--- src/rtl/score_keeper_pkg.sv ---
`default_nettype none
// +----------------------------------------------------------------------------+
// | score_keeper_pkg : shared state encoding and score limits for score_keeper |
// | Revision 1.0                                                               |
// +----------------------------------------------------------------------------+
package score_keeper_pkg;

  typedef enum logic [1:0] {
    ST_PLAY    = 2'd0,
    ST_LOCKOUT = 2'd1,
    ST_WON     = 2'd2
  } state_t;

  localparam int BCD_MAX_DIGIT = 9;
  localparam int SCORE_MAX     = 99;
  localparam int SCORE_W       = 7;

endpackage
`default_nettype wire

--- src/rtl/score_bcd_digit.sv ---
`default_nettype none
// +----------------------------------------------------------------------------+
// | score_bcd_digit : single BCD digit 0..9 with increment, clear and carry-out |
// | Revision 1.0                                                               |
// +----------------------------------------------------------------------------+
module score_bcd_digit
  import score_keeper_pkg::*;
(
  input  logic       i_Clk,
  input  logic       i_Reset,
  input  logic       i_Clear,
  input  logic       i_Inc,
  output logic [3:0] o_Digit,
  output logic       o_Carry
);

  logic [3:0] r_Digit;
  logic       w_At_Max;

  assign w_At_Max = (r_Digit == 4'(BCD_MAX_DIGIT));
  assign o_Carry  = i_Inc & w_At_Max;
  assign o_Digit  = r_Digit;

  always_ff @(posedge i_Clk) begin
    if (i_Reset || i_Clear) begin
      r_Digit <= 4'd0;
    end else if (i_Inc) begin
      r_Digit <= w_At_Max ? 4'd0 : r_Digit + 4'd1;
    end
  end

endmodule
`default_nettype wire

--- src/rtl/score_keeper.sv ---
`default_nettype none
// +----------------------------------------------------------------------------+
// | score_keeper : point counter with lockout, BCD digits and win detection.   |
// | Optional macro SCORE_WRAP_EN: 99 + point wraps to 00 instead of saturating.|
// | Revision 1.0                                                               |
// +----------------------------------------------------------------------------+
module score_keeper
  import score_keeper_pkg::*;
#(
  parameter int WIN_SCORE      = 11,
  parameter int LOCKOUT_CYCLES = 25_000_000
) (
  input  logic               i_Clk,
  input  logic               i_Reset,
  input  logic               i_Point,
  input  logic               i_Clear,
  output logic [SCORE_W-1:0] o_Score,
  output logic [3:0]         o_Score_Tens,
  output logic [3:0]         o_Score_Ones,
  output logic               o_Point_Strobe,
  output logic               o_Win
);

  localparam int CNT_W = $clog2(LOCKOUT_CYCLES + 1);

`ifdef SCORE_WRAP_EN
  localparam bit WRAP_EN = 1'b1;
`else
  localparam bit WRAP_EN = 1'b0;
`endif

  generate
    if (WIN_SCORE < 0 || WIN_SCORE > SCORE_MAX) begin : g_bad_win_score
      $error("score_keeper: WIN_SCORE must be within 0..99");
    end
    if (LOCKOUT_CYCLES < 1) begin : g_bad_lockout
      $error("score_keeper: LOCKOUT_CYCLES must be at least 1");
    end
  endgenerate

  state_t             r_State;
  logic [CNT_W-1:0]   r_Lock_Cnt;
  logic               r_Point_Prev;
  logic [SCORE_W-1:0] r_Score;
  logic               r_Strobe;
  logic               r_Win;

  logic               w_Edge;
  logic               w_At_Max;
  logic               w_Count;
  logic               w_Win_Hit;
  logic               w_Ones_Carry;
  logic               w_Tens_Carry;
  logic [SCORE_W-1:0] w_Score_Next;
  logic [3:0]         w_Ones;
  logic [3:0]         w_Tens;

  assign w_Edge   = i_Point & ~r_Point_Prev;
  assign w_At_Max = (r_Score == SCORE_W'(SCORE_MAX));

  // Clear beats a coincident edge; at 99 the point is dropped unless wrapping.
  assign w_Count = (r_State == ST_PLAY) & w_Edge & ~i_Clear & (WRAP_EN | ~w_At_Max);

  // Tens carry only fires on the 99 -> 00 rollover, keeping binary and BCD aligned.
  assign w_Score_Next = w_Tens_Carry ? '0 : r_Score + SCORE_W'(1);
  assign w_Win_Hit    = (WIN_SCORE != 0) && (w_Score_Next == SCORE_W'(WIN_SCORE));

  score_bcd_digit u_ones (
    .i_Clk   (i_Clk),
    .i_Reset (i_Reset),
    .i_Clear (i_Clear),
    .i_Inc   (w_Count),
    .o_Digit (w_Ones),
    .o_Carry (w_Ones_Carry)
  );

  score_bcd_digit u_tens (
    .i_Clk   (i_Clk),
    .i_Reset (i_Reset),
    .i_Clear (i_Clear),
    .i_Inc   (w_Ones_Carry),
    .o_Digit (w_Tens),
    .o_Carry (w_Tens_Carry)
  );

  always_ff @(posedge i_Clk) begin
    if (i_Reset) begin
      r_State      <= ST_PLAY;
      r_Lock_Cnt   <= '0;
      r_Point_Prev <= 1'b0;
      r_Score      <= '0;
      r_Strobe     <= 1'b0;
      r_Win        <= 1'b0;
    end else begin
      r_Point_Prev <= i_Point;
      r_Strobe     <= 1'b0;
      if (i_Clear) begin
        r_State    <= ST_PLAY;
        r_Lock_Cnt <= '0;
        r_Score    <= '0;
        r_Win      <= 1'b0;
      end else begin
        case (r_State)
          ST_PLAY: begin
            if (w_Count) begin
              r_Score    <= w_Score_Next;
              r_Strobe   <= 1'b1;
              r_Lock_Cnt <= '0;
              if (w_Win_Hit) begin
                r_State <= ST_WON;
                r_Win   <= 1'b1;
              end else begin
                r_State <= ST_LOCKOUT;
              end
            end
          end
          ST_LOCKOUT: begin
            if (r_Lock_Cnt == CNT_W'(LOCKOUT_CYCLES - 1)) begin
              r_Lock_Cnt <= '0;
              r_State    <= ST_PLAY;
            end else begin
              r_Lock_Cnt <= r_Lock_Cnt + CNT_W'(1);
            end
          end
          ST_WON: begin
            r_Win <= 1'b1;
          end
          default: begin
            r_State <= ST_PLAY;
          end
        endcase
      end
    end
  end

  assign o_Score        = r_Score;
  assign o_Score_Tens   = w_Tens;
  assign o_Score_Ones   = w_Ones;
  assign o_Point_Strobe = r_Strobe;
  assign o_Win          = r_Win;

endmodule
`default_nettype wire
--- config.mk ---
export PLATFORM = sky130hd
export DESIGN_NAME = score_keeper
export DESIGN_NICKNAME = d
export VERILOG_FILES = /design/src/rtl/score_keeper_pkg.sv /design/src/rtl/score_bcd_digit.sv /design/src/rtl/score_keeper.sv
export SDC_FILE = /design/constraint.sdc
export NUM_CORES = 1
export LEC_CHECK = 0
export BUFFER_PORTS_ARGS = -buffer_cell sky130_fd_sc_hd__buf_2
export CAP_MARGIN = 40
export CORE_ASPECT_RATIO = 1.5
export CORE_MARGIN = 2
export CORE_UTILIZATION = 27
export DETAILED_ROUTE_END_ITERATION = 8
export HOLD_SLACK_MARGIN = 0.12
export PLACE_DENSITY_LB_ADDON = 0.08
export SYNTH_ARGS = -nofsm -noshare
export SYNTH_HDL_FRONTEND = slang
export SYNTH_HIERARCHICAL = 1
export SYNTH_SLANG_ARGS = --single-unit
export TNS_END_PERCENT = 50
--- constraint.sdc ---
create_clock -name i_Clk -period 3.2 [get_ports i_Clk]
set_input_delay 0.32 -clock i_Clk [delete_from_list [all_inputs] [get_ports i_Clk]]
set_output_delay 0.32 -clock i_Clk [all_outputs]
set_load 0.02 [all_outputs]
==> out/qor.csv, run 1 <==
stage,metric,value,unit
run_status,outcome,"complete, no violations",
timing,finalCriticalPeriod,2.93,ns
routing,drt_iter0_markers,75,
logic_synthesis,synth_top_area_cell,dfxtp_1,
setup_path,start_kind,flop,
setup_path,arrival,3.17,ns
timing,fmax,0.341,GHz
logic_synthesis,ys_seq_area_share,36.9,%
final_layout,num-fill-cells,975,
logic_synthesis,syn_avg_cell_area,8.63,um^2
timing,worst_pin_slew,0.754,ns
logic_synthesis,synth_xor_area_share,3.23,%
pwr,internal_power,0.00103,W
global_routing,grt_overflow_total,0,
timing,finalSetupTns,0,ns
final_layout,fin_area,2830,um^2
floorplanning,die_x,81.7,um
logic_synthesis,yosysWarnings,6,
logic_synthesis,synthAdderAreaFrac,1.02,%
routing,ant_nets,0,
cts,root_buffer,clkbuf_16,
global_routing,grt_start_max_net_pins,19,
timing,hold_ws,0.268,ns
timing,fin_worst_skew,0.00488,ns
timing,relSlewSlack,49.6,%
logic_synthesis,netlist_area,2440,um^2
logic_synthesis,syn_nets,289,
pwr,p_switching,0.000261,W
placed_design,gp_congestion,0.698,
pwr,p_clk_share,52.2,%
global_routing,grt_pass1_vias,2044,
logic_synthesis,synth.area.top_cells,"dfxtp_1 (37%), a21oi_1 (4.7%), nand3_1 (4.3%)",
routing,wl_per_cell,14.3,um
timing,hold_violations,0,
logic_synthesis,synth_compound_area_share,18.4,%
routing,viasPerCell,5.16,
logic_synthesis,syn_inst,283,
final_layout,layout_commonest_cell,dfxtp_1,
setup_path,cp_slowest_cell,or4_4,
placed_design,pre_cts_ws,0.157,ns
cts,path_clk_slew,0.06,ns
routing,first_pass_iters,5,
logic_synthesis,synth-async-reset-ratio,0,%
setup_path,crit_buf_inv,2,
logic_synthesis,yosysTopAreaCellShare,36.9,%
placed_design,io_buffers,20,
cts,cts_max_path_buffers,2,
floorplanning,initial_core_util,27.7,%
pwr,p_seq_share,43.9,%
pwr,peakVddDrop,0.241,mV
final_layout,synthToLayoutAreaGrowth,15.9,%
setup_path,critPathMaxFanout,14,
final_layout,finalNetCount,311,
timing,finalCritPeriodShare,91.6,%
logic_synthesis,synthFlopType,dfxtp_1,
setup_path,crit_type,flop to flop,
floorplanning,core,8830,um^2
cts,cts_tree,done,
final_layout,antenna_cells,0,
timing,setup_viol,0,
placed_design,dp_hpwl,4270,um
setup_path,critPathTopFamily,simple AND/OR/NAND/NOR gates,
timing,finalMaxSlewViolations,0,
global_routing,grt_usage,13.5,%
logic_synthesis,ys_ff_latch,45,
global_routing,antenna_found_initial,0,
logic_synthesis,synthSimpleGateAreaFrac,31.7,%
floorplanning,design.die.area,9840,um^2
setup_path,crit_chain,ha_1 -> nand2b_1 -> or4_4 -> nand2_1 -> inv_1 -> nand2_2 -> nor3b_1 -> nand2_2 -> nor3b_1 -> buf_4 -> nor4b_1 -> o21ai_1 -> nor4b_2 -> o31a_1,
logic_synthesis,synth_edf_count,0,
pwr,p_comb_share,4.0,%
timing,rsz0062_at_grt,no,
cts,cts_buffers,5,
setup_path,end_kind,flop,
logic_synthesis,muxShareOfSynthArea,3.69,%
cts,insertion_delay,0.29,ns
floorplanning,rows,42,
cts,cts.sinks,45,
pwr,p_leak,1.03,nW
placed_design,place_area,2640,um^2
routing,dr_total_vias,2147,
pwr,p_per_area,455,nW/um^2
final_layout,final_cell_mix,"dfxtp_1 (45), nand2_1 (24), a21oi_1 (23), nand3_1 (21), buf_2 (20)",
floorplanning,die_h,121,um
logic_synthesis,synthDistinctLibCells,56,
final_layout,drive_above_1_share,19.3,%
pwr,switching_share,20.3,%
timing,worst_slack,0.270,ns
cts,h-tree-depth,2,
logic_synthesis,synth_top_family_by_area,simple AND/OR/NAND/NOR gates,
flow_run,cap_violations,0,
setup_path,worstPathRequired,3.44,ns
routing,totalWireLength,5950,um
setup_path,max_stage_delay,0.54,ns
worst_hold_path,hold_class,primary input to flop,
floorplanning,pin_count,21,
routing,drc_errors,0,
global_routing,grt_pass1_wl,10200,um
[power by group through the flow]
stage | sequential [W] | clock, W | combinational, W
2_1_floorplan | 0.000579 | 0 | 0.0000325
3_3_place_gp | 0.000577 | 0 | 0.0000520
3_5_place_dp | 0.000577 | 0 | 0.0000520
4_1_cts | 0.000565 | 0.000690 | 0.0000521
5_1_grt | 0.000564 | 0.000715 | 0.0000575
6_report | 0.000565 | 0.000671 | 0.0000512
[Yosys cell counts, drive strengths merged (2+ instances only)]
cell and n:
a21oi 24, o211ai 2, ha 2, a211oi 5
buf 6, nor3b 2, o21ai 13, and2 3
or4 4, nor2b 6, xor2 5, or3 5
and3 7, clkbuf 8, and4b 2, nor3 8
and4 7, nor2 16, a31oi 12, dfxtp 45
mux2i 9, nand3 21, inv 3, xnor2 4
nand2b 5, or2 2, nand4 7, o21a 2
nand2 26, a21o 5, nor4b 4, nor4 2
[final timing paths]
path	slack, ns	cells after the start	start	endpoint
min	0.27	2	i_Point	r_Point_Prev$_SDFF_PP0_
max reg2reg	0.27	14	o_Score[1]$_SDFFE_PP0P_	o_Win$_SDFFE_PP0P_
max	0.27	14	o_Score[1]$_SDFFE_PP0P_	o_Win$_SDFFE_PP0P_
min reg2reg	0.45	1	r_Lock_Cnt[21]$_SDFFE_PP0P_	r_Lock_Cnt[21]$_SDFFE_PP0P_
[flip-flops by register name, indices dropped and copies added (netlist names)]
name / flops
o_Score: 7
r_Point_Prev: 1
u_ones/o_Digit: 4
r_State: 2
r_Lock_Cnt: 25
o_Win: 1
o_Point_Strobe: 1
u_tens/o_Digit: 4
[logic make-up after synthesis]
group,Yosys count
adders and majority gates,2
muxes,9
DFF,45
and+or+nand+nor,132
AOI/OAI and AO/OA,69
buffers and inverters,17
xor gates and xnor gates,9
[worst register-to-register path, stage by stage (launching register included)]
cell and delay, ns:
dfxtp_1 0.39, ha_1 0.19, nand2b_1 0.08, or4_4 0.54, nand2_1 0.12, inv_1 0.09, nand2_2 0.09, nor3b_1 0.10
nand2_2 0.10, nor3b_1 0.05, buf_4 0.18, nor4b_1 0.29, o21ai_1 0.14, nor4b_2 0.35, o31a_1 0.17
[per-layer routing]
layer	up-vias	part of all wire (%)	GRT usage, %
met5	-	0	0
met4	0	1.8	5.31
met1	1011	43	15.8
met2	29	52	23.4
met3	8	2.7	2.76
li1	1099	-	-
[metrics by stage]
step	std cells	util [%]	power, W
2_1_floorplan	283	-	0.000612
3_3_place_gp	408	29.8	0.000629
3_5_place_dp	408	29.8	0.000629
4_1_cts	416	32.0	0.00131
5_1_grt	416	32.1	0.00134
6_report	416	32.1	0.00129
[area by class of cell]
class / instances / area (um^2) / share of cell area [%]
multi-input cells: 221 / 1420 / 50.3
flip-flops and latches: 45 / 901 / 31.8
repair buffers: 29 / 168 / 5.92
well taps: 110 / 138 / 4.86
clock buffers: 5 / 125 / 4.42
clock inverters: 3 / 65.1 / 2.30
inverters: 3 / 11.3 / 0.398
[repair_timing]
item                                    CTS  global route
resized for setup                         0             2
hold buffers                              0             0
setup buffers                             0             0
endpoints found under the setup margin    0             2
Power figures use the tool's default switching activity.
==> run 2: changes to the inputs <==
--- a/config.mk
+++ b/config.mk
@@ -5,12 +5,13 @@
 export SDC_FILE = /design/constraint.sdc
 export NUM_CORES = 1
 export LEC_CHECK = 0
-export BUFFER_PORTS_ARGS = -buffer_cell sky130_fd_sc_hd__buf_2
 export CAP_MARGIN = 40
 export CORE_ASPECT_RATIO = 1.5
 export CORE_MARGIN = 2
 export CORE_UTILIZATION = 27
+export CTS_BUF_LIST = sky130_fd_sc_hd__clkbuf_8
 export DETAILED_ROUTE_END_ITERATION = 8
+export DONT_BUFFER_PORTS = 1
 export HOLD_SLACK_MARGIN = 0.12
 export PLACE_DENSITY_LB_ADDON = 0.08
 export SYNTH_ARGS = -nofsm -noshare
==> run 2 against run 1 <==
Net effect: total power decreased by 19%; clock-buffer cell count unchanged; final area fell by 3.5%; first-iteration DRC count grew 6.7%; critical path depth is 1 lower; sequential power barely moved; non-clock buffer count decreased by 10; routed wire length is 3.5% higher; worst setup slack improved by 0.16 ns; cell count is 2.6% lower; core utilization decreased by 1.1 points; critical path type unchanged; largest cell class unchanged; highest routed layer unchanged.
==> out/qor.csv, run 2 (same netlist as run 1, synthesis figures left out) <==
stage,metric,value,unit,change
timing,worst_pin_slew,0.777,ns,+0.0230 ns
setup_path,arrival,2.97,ns,-0.20 ns
pwr,p_seq_share,54.3,%,+10 points
routing,first_pass_iters,4,,-1
pwr,peakVddDrop,0.192,mV,-20%
flow_run,cap_violations,0,,unchanged
timing,setup_viol,0,,unchanged
placed_design,dp_hpwl,4390,um,+3.0%
floorplanning,die_x,81.7,um,unchanged
global_routing,grt_pass1_vias,2052,,+0.39%
floorplanning,pin_count,21,,unchanged
final_layout,synthToLayoutAreaGrowth,11.8,%,
setup_path,critPathMaxFanout,11,,-3
routing,totalWireLength,6160,um,+3.5%
timing,fmax,0.360,GHz,+5.6%
pwr,p_per_area,380,nW/um^2,-16%
timing,finalSetupTns,0,ns,unchanged
timing,worst_slack,0.426,ns,+0.156 ns
final_layout,top_register,r_Lock_Cnt,,
pwr,p_comb_share,4.8,%,+0.8 points
routing,drc_errors,0,,unchanged
global_routing,grt_usage,13.6,%,+0.13 points
pwr,p_clk_share,40.9,%,-11 points
global_routing,antenna_found_initial,0,,unchanged
placed_design,pre_cts_ws,0.0541,ns,-0.103 ns
final_layout,finalNetCount,301,,-3.2%
setup_path,end_kind,flop,,
floorplanning,design.die.area,9840,um^2,unchanged
timing,rsz0062_at_grt,no,,
worst_hold_path,hold_class,primary input to flop,,
routing,viasPerCell,5.16,,-0.11%
cts,path_clk_slew,0.09,ns,+0.03 ns
cts,cts_tree,done,,
routing,ant_nets,0,,unchanged
pwr,p_leak,0.933,nW,-9.1%
cts,cts_buffers,5,,unchanged
global_routing,grt_pass1_wl,10400,um,+1.8%
global_routing,grt_start_max_net_pins,19,,unchanged
timing,hold_violations,0,,unchanged
floorplanning,die_h,121,um,unchanged
cts,h-tree-depth,2,,unchanged
floorplanning,initial_core_util,27.7,%,unchanged
run_status,outcome,"complete, no violations",,
global_routing,grt_overflow_total,0,,unchanged
cts,cts.sinks,45,,unchanged
floorplanning,rows,42,,unchanged
timing,fin_worst_skew,0.00966,ns,+0.00478 ns
placed_design,gp_congestion,0.775,,+11%
setup_path,start_kind,flop,,
pwr,switching_share,22.4,%,+2.1 points
final_layout,antenna_cells,0,,unchanged
routing,drt_iter0_markers,80,,+6.7%
final_layout,drive_above_1_share,15.6,%,-3.7 points
routing,wl_per_cell,15.2,um,+6.3%
final_layout,largest_register_ffs,25,,unchanged
worst_hold_path,whs_path_depth,1,,-1
setup_path,worstPathRequired,3.40,ns,-0.04 ns
pwr,internal_power,0.000807,W,-21%
floorplanning,core,8830,um^2,unchanged
cts,root_buffer,clkbuf_8,,
cts,insertion_delay,0.30,ns,about the same
pwr,p_switching,0.000232,W,-11%
timing,finalMaxSlewViolations,0,,unchanged
timing,relSlewSlack,48.0,%,-1.5 points
placed_design,io_buffers,0,,-100%
setup_path,crit_type,flop to flop,,
final_layout,layout_commonest_cell,dfxtp_1,,
routing,dr_total_vias,2088,,-2.7%
timing,finalCriticalPeriod,2.77,ns,-0.156 ns
timing,finalCritPeriodShare,86.7,%,-4.9 points
setup_path,rr_worst_depth,13,,-1
final_layout,final_cell_mix,"dfxtp_1 (45), nand2_1 (24), a21oi_1 (23), nand3_1 (21)",,
cts,cts_max_path_buffers,2,,unchanged
==> run 2: per-stage QoR <==
step	power [W]	utilization, %	hold slack (ns)	std cells	area, um^2
after floorplan	0.000612	-	0.385	283	2440
after global placement	0.000623	29.3	0.388	395	2590
after detailed placement	0.000623	29.3	0.388	395	2590
after CTS	0.00107	30.8	0.134	405	2720
after global routing	0.00109	31.0	0.151	405	2730
final	0.00104	31.0	0.156	405	2730
==> run 2: power groups by stage <==
stage               Sequential, W  Clock [W]  Combinational (W)
floorplan                0.000579          0          0.0000325
global placement         0.000577          0          0.0000455
detailed placement       0.000577          0          0.0000456
CTS                      0.000564   0.000452          0.0000511
global route             0.000565   0.000473          0.0000563
finish                   0.000564   0.000425          0.0000499
==> run 2: cell type report <==
cell class | instances | area (um^2)
multi-input combinational | 221 | 1430
inverter | 3 | 11.3
clock inverter | 2 | 35.0
timing repair buffer | 19 | 150
clock buffer | 5 | 68.8
fill | 967 | 6100
sequential | 45 | 901
tap | 110 | 138
==> run 2: final timing paths <==
path | from | slack, ns | to
hold / removal | i_Point | 0.16 | r_Point_Prev$_SDFF_PP0_
setup reg to reg | o_Score[1]$_SDFFE_PP0P_ | 0.43 | o_Win$_SDFFE_PP0P_
hold reg to reg | r_Lock_Cnt[21]$_SDFFE_PP0P_ | 0.47 | r_Lock_Cnt[21]$_SDFFE_PP0P_
setup / recovery | o_Score[1]$_SDFFE_PP0P_ | 0.43 | o_Win$_SDFFE_PP0P_
==> run 2: routing by layer <==
metal,track usage [%],vias to the layer above,part of all wire (%)
met5,0,-,0
met4,5.00,0,1.6
met3,3.36,6,3.2
met2,24.5,25,54
met1,15.0,986,42
li1,-,1071,-
==> run 2: timing repair <==
| action | in CTS | in global routing |
|---|---|---|
| hold buffers | 3 | 0 |
| hold endpoints to repair | 9 | 0 |
| setup endpoints to repair | 0 | 3 |
| setup buffers | 0 | 0 |
| resized for setup | 0 | 2 |
==> run 2: worst max-delay path, cell delays in order (launching register included) <==
cell	delay (ns)
dfxtp_1	0.35
ha_1	0.18
nand2b_1	0.08
or4_4	0.53
nand2_1	0.12
inv_1	0.10
nand2_2	0.10
nor3b_1	0.07
nand2_2	0.11
nor3b_2	0.08
buf_4	0.19
a311oi_1	0.36
nor4b_2	0.12
o31a_1	0.28
